File: src/rtl/hit_resolver.sv
// Per-frame hit resolution from one attacker to one defender.
// Tracks the defender's health, hitstun and KO, and lands at most one hit per attack activation.
module hit_resolver #(
  parameter int BOX_W  = 60,
  parameter int BOX_H  = 60,
  parameter int ATK1_W = 30,
  parameter int ATK2_W = 60,
  parameter int DMG1   = 8,
  parameter int DMG2   = 15,
  parameter int STUN1  = 12,
  parameter int STUN2  = 20,
  parameter int MAX_HP = 100
) (
  input  logic       clk,
  input  logic       reset_n,
  input  logic       SCEN,
  input  logic       new_round,
  input  logic       atk_active,
  input  logic [1:0] atk_type,
  input  logic [9:0] atk_x,
  input  logic [9:0] atk_y,
  input  logic       atk_facing_right,
  input  logic [9:0] def_x,
  input  logic [9:0] def_y,
  input  logic       def_block,
  output logic       hit_pulse,
  output logic [1:0] hit_type,
  output logic [7:0] def_health,
  output logic       def_stunned,
  output logic       ko
);

  // state     | meaning
  // S_IDLE    | no attack in progress
  // S_ARMED   | attack active, not yet connected
  // S_CONN    | attack active, hit already landed
  // S_KOED    | defender knocked out, waits for new_round
  localparam logic [1:0] S_IDLE  = 2'd0;
  localparam logic [1:0] S_ARMED = 2'd1;
  localparam logic [1:0] S_CONN  = 2'd2;
  localparam logic [1:0] S_KOED  = 2'd3;

  localparam logic [10:0] BW  = 11'(BOX_W);
  localparam logic [10:0] BH  = 11'(BOX_H);
  localparam logic [10:0] AW1 = 11'(ATK1_W);
  localparam logic [10:0] AW2 = 11'(ATK2_W);
  localparam logic [7:0]  D1  = 8'(DMG1);
  localparam logic [7:0]  D2  = 8'(DMG2);
  localparam logic [5:0]  ST1 = 6'(STUN1);
  localparam logic [5:0]  ST2 = 6'(STUN2);
  localparam logic [7:0]  HP0 = 8'(MAX_HP);

  logic [1:0]  state;
  logic [1:0]  lat_type;
  logic [5:0]  stun;

  logic [1:0]  eff_type;
  logic [10:0] hb_w, hx0, hx1, ax, ay, dx, dy;
  logic        overlap, valid_type, take_hit;
  logic [7:0]  dmg_raw, dmg, health_next;
  logic [5:0]  stun_load;

  // In IDLE the incoming type is the one being latched this cycle, so geometry uses it directly.
  always_comb begin
    eff_type   = (state == S_IDLE) ? atk_type : lat_type;
    valid_type = (atk_type == 2'd1) || (atk_type == 2'd2);
    hb_w       = (eff_type == 2'd2) ? AW2 : AW1;
    ax         = {1'b0, atk_x};
    ay         = {1'b0, atk_y};
    dx         = {1'b0, def_x};
    dy         = {1'b0, def_y};
    if (atk_facing_right) begin
      hx0 = ax + BW;
      hx1 = ax + BW + hb_w;
    end else begin
      hx0 = (ax >= hb_w) ? (ax - hb_w) : 11'd0;
      hx1 = ax;
    end
    overlap = (hx0 < dx + BW) && (dx < hx1) && (ay < dy + BH) && (dy < ay + BH);

    take_hit = 1'b0;
    case (state)
      S_IDLE:  take_hit = atk_active && valid_type && overlap;
      S_ARMED: take_hit = atk_active && overlap;
      default: take_hit = 1'b0;
    endcase

    dmg_raw     = (eff_type == 2'd2) ? D2 : D1;
    dmg         = def_block ? (dmg_raw >> 2) : dmg_raw;
    health_next = (def_health > dmg) ? (def_health - dmg) : 8'd0;
    stun_load   = (eff_type == 2'd2) ? ST2 : ST1;
  end

  always_ff @(posedge clk or negedge reset_n) begin
    if (!reset_n) begin
      state      <= S_IDLE;
      lat_type   <= 2'd0;
      stun       <= 6'd0;
      def_health <= HP0;
      hit_pulse  <= 1'b0;
      hit_type   <= 2'd0;
      ko         <= 1'b0;
    end else begin
      hit_pulse <= 1'b0;
      if (new_round) begin
        state      <= S_IDLE;
        stun       <= 6'd0;
        def_health <= HP0;
        ko         <= 1'b0;
      end else if (SCEN) begin
        if (stun != 6'd0) stun <= stun - 6'd1;
        case (state)
          S_IDLE: begin
            if (atk_active && valid_type) begin
              lat_type <= atk_type;
              state    <= S_ARMED;
            end
          end
          S_ARMED, S_CONN: begin
            if (!atk_active) state <= S_IDLE;
          end
          default: state <= S_KOED;
        endcase
        // Later assignments intentionally override the plain FSM/stun updates above.
        if (take_hit) begin
          hit_pulse  <= 1'b1;
          hit_type   <= eff_type;
          def_health <= health_next;
          if (!def_block) stun <= stun_load;
          if (health_next == 8'd0) begin
            ko    <= 1'b1;
            state <= S_KOED;
          end else begin
            state <= S_CONN;
          end
        end
      end
    end
  end

  assign def_stunned = (stun != 6'd0);

endmodule

File: config.mk
export PLATFORM = sky130hd
export DESIGN_NAME = hit_resolver
export DESIGN_NICKNAME = d
export VERILOG_FILES = /design/src/rtl/hit_resolver.sv
export SDC_FILE = /design/constraint.sdc
export NUM_CORES = 1
export LEC_CHECK = 0
export BUFFER_PORTS_ARGS = -buffer_cell sky130_fd_sc_hd__buf_2
export CORE_MARGIN = 2
export CORE_UTILIZATION = 40
export DETAILED_ROUTE_END_ITERATION = 6
export PLACE_DENSITY = 0.71
export SETUP_SLACK_MARGIN = 0.3
export SYNTH_ARGS = -nofsm -noshare
export SYNTH_HDL_FRONTEND = slang
export SYNTH_SLANG_ARGS = --single-unit
File: constraint.sdc
create_clock -name clk -period 9.76 [get_ports clk]
set_input_delay 0.488 -clock clk [delete_from_list [all_inputs] [get_ports clk]]
set_output_delay 0.488 -clock clk [all_outputs]
set_load 0.05 [all_outputs]
==> flow_metrics.tcl <==
set metrics [dict create \
    timing.fmax_mhz 177.9 \
    synth_area_um2 3557 \
    ant_nets 0 \
    ys.flop_type "dfrtp_1" \
    yosysUniqueCellTypes 73 \
    clock_skew_ns 0.006405 \
    arrival_ns 5.82 \
    grt_pass1_vias 3419 \
    criticalPathCategory "reg2reg" \
    coreArea_um2 8678 \
    synth_edf_count 0 \
    nets 611 \
    ys_ff_latch 22 \
    ys_seq_area_frac 0.1558 \
    drtIter0Drc 133 \
    rows 34 \
    num_antenna_cells 0 \
    grt_use_total 0.1903 \
    wl_per_cell_um 15.12 \
    period_share 0.5759 \
    p_leak_nw 1.797 \
    numCtsBuffers 3 \
    dpl.hpwl_um 7468 \
    clock_tree.buffer_depth 2 \
    clk_latency_ns 0.27 \
    layout-drive-gt1-share 0.1597 \
    clkTransAtPathRegs_ns 0.09 \
    rrSetupSlack_ns 4.14 \
    rr_startpoint "state[1]" \
    maxCapViolCount 0 \
    io_pins 62 \
    maxSlewHeadroom 0.4662 \
    finalCriticalPeriod_ns 5.620 \
    area_delta_synth_final_pct 11.82 \
    yosys_warnings 0 \
    fill_cells 874 \
    post-route-drc-count 0 \
    cts_hold_buf 0 \
    start_kind "register" \
    crit_path_max_fanout 12 \
    cts_setup_buffers 0 \
    grt_antenna_before_repair 0 \
    grt_overflow 0 \
    ys_async_sr_fraction 1.000 \
    final_cell_mix "buf_2 (61), ha_1 (59), nand2_1 (47), nor2_1 (35)" \
    via_per_inst 5.667 \
    cts.sinks 22 \
    grt_pass1_wl_um 15610 \
    rsz0062_at_grt "false" \
    holdCritPathClass "in2async" \
    cts_tree "built" \
    synth_top_area_frac 0.2075 \
    grt_max_degree 23 \
    peakVddDrop_mv 0.1665 \
    startpoint "state[1]" \
    htreeDepth 1 \
    port_buffers 61 \
    status "complete, no violations" \
    cts_resized 0 \
    place.gp.congestion 0.9556 \
    synth_top_cells_by_area "ha_1 (21%), dfrtp_1 (13%), xnor2_1 (6.2%)" \
    tightest_slew_ns 0.8007 \
    start_util 0.4099 \
    synthesis.nets 562 \
    report.final.slew_viol_count 0 \
    tns_ns 0 \
    syn_avg_cell_area_um2 7.852 \
    finalWirelength_um 9211 \
    setup_viol 0 \
    power_density_nw_per_um2 139.2 \
    final_common_cell "buf_2" \
    drtPass1Iterations 5 \
    regArea_um2 554.3 \
    hold_viol 0 \
    required_ns 9.96 \
    synth_area_leader_cell "ha_1" \
    endpoint_kind "register" \
    fp.dieH_um 98.30 \
    root_buffer "clkbuf_8" \
    multi_input_area_um2 2791 \
    hold-worst-slack_ns 0.1782 \
    die_w_um 98.30 \
    die_area_um2 9663 \
    vias 3451 \
    netlist_instances 453 \
    post-route-util 0.4583 \
]
kinds of logic (layout without fill, tap and decap cells):
| group | after synthesis | after routing | synth area share |
|---|---|---|---|
| buffers and inverters | 49 | 97 | 0.05944 |
| multiplexers | 6 | 6 | 0.01759 |
| XOR/XNOR | 40 | 40 | 0.09849 |
| AND/OR/NAND/NOR | 163 | 163 | 0.2374 |
| adder cells (fa/ha/maj) | 60 | 60 | 0.2132 |
| AO/OA/AOI/OAI | 113 | 113 | 0.2181 |
| flip-flops | 22 | 22 | 0.1558 |
final timing paths:
kind,end,cells past startpoint
max in group asynchronous,def_health[2],1
max reg2reg,def_health[4],21
max,def_health[4],21
min reg2reg,ko,2
min,def_health[3],1
min in group clk,ko,2
synthesized netlist by cell type (3+ instances only):
master / number
ha_1: 59
nand2_1: 47
nor2_1: 35
a21oi_1: 31
inv_1: 31
xnor2_1: 25
dfrtp_1: 19
o21ai_0: 19
xor2_1: 15
nand3_1: 12
clkbuf_1: 11
nand4_1: 10
nor3_1: 10
nor2b_1: 9
o22ai_1: 9
nand2b_1: 5
o21a_1: 5
or3_1: 5
a211o_1: 4
a31oi_1: 4
and3_1: 4
mux2i_1: 4
nor4_1: 4
o211ai_1: 4
a211oi_1: 3
and4_1: 3
buf_6: 3
dfstp_2: 3
nand3b_1: 3
or4_1: 3
worst max-delay path, stage by stage (launching register included):
cell and delay (ns):
dfrtp_1 0.41, inv_1 0.09, ha_1 0.30, nor2_1 0.08, a32oi_1 0.60, ha_1 0.30
inv_1 0.05, ha_1 0.22, a41o_1 0.30, nor2b_1 0.16, a21o_1 0.29, mux2i_1 0.11
nand2_1 0.08, o211ai_1 0.09, ha_1 0.32, nand4_1 0.13, o311ai_0 0.15, a211o_1 0.28
a211o_1 0.33, a2111o_1 0.56, or4_1 0.55, a21oi_1 0.13
layout make-up:
class	count	share of cell area
clock inverters	1	0.007550
flip-flops and latches	22	0.1394
inverters	32	0.03020
multi-input cells	382	0.7018
clock buffers	3	0.01038
repair buffers	61	0.07675
well taps	108	0.03397
per-layer routing:
metal | GRT usage | routed length [µm] | vias to the layer above
met4 | 0.03583 | 79 | 0
li1 | - | - | 1743
met1 | 0.2479 | 4296 | 1621
met2 | 0.3469 | 4530 | 79
met3 | 0.01360 | 304 | 8
met5 | 0 | 0 | -
stage by stage:
step | instances | setup slack [ns] | power [mW] | instance area [µm²]
after floorplan | 453 | 4.720 | 0.3813 | 3557
after global placement | 605 | 4.464 | 0.4510 | 3906
after detailed placement | 605 | 4.207 | 0.4645 | 3906
after CTS | 609 | 4.178 | 0.5542 | 3978
after global routing | 609 | 3.764 | 0.6035 | 3978
final | 609 | 4.140 | 0.5539 | 3978
flip-flops by register name (all words and copies together) (netlist names):
| signal | flops |
|---|---|
| hit_type | 2 |
| lat_type | 2 |
| hit_pulse | 1 |
| state | 2 |
| ko | 1 |
| stun | 6 |
| def_health | 8 |
report_power, final:
part	total, mW	internal [mW]	switching [mW]
Combinational	0.337	0.131	0.206
Clock	0.0869	0.0548	0.0321
Sequential	0.130	0.109	0.0205
Total	0.554	0.295	0.259
Power figures use the tool's default switching activity.
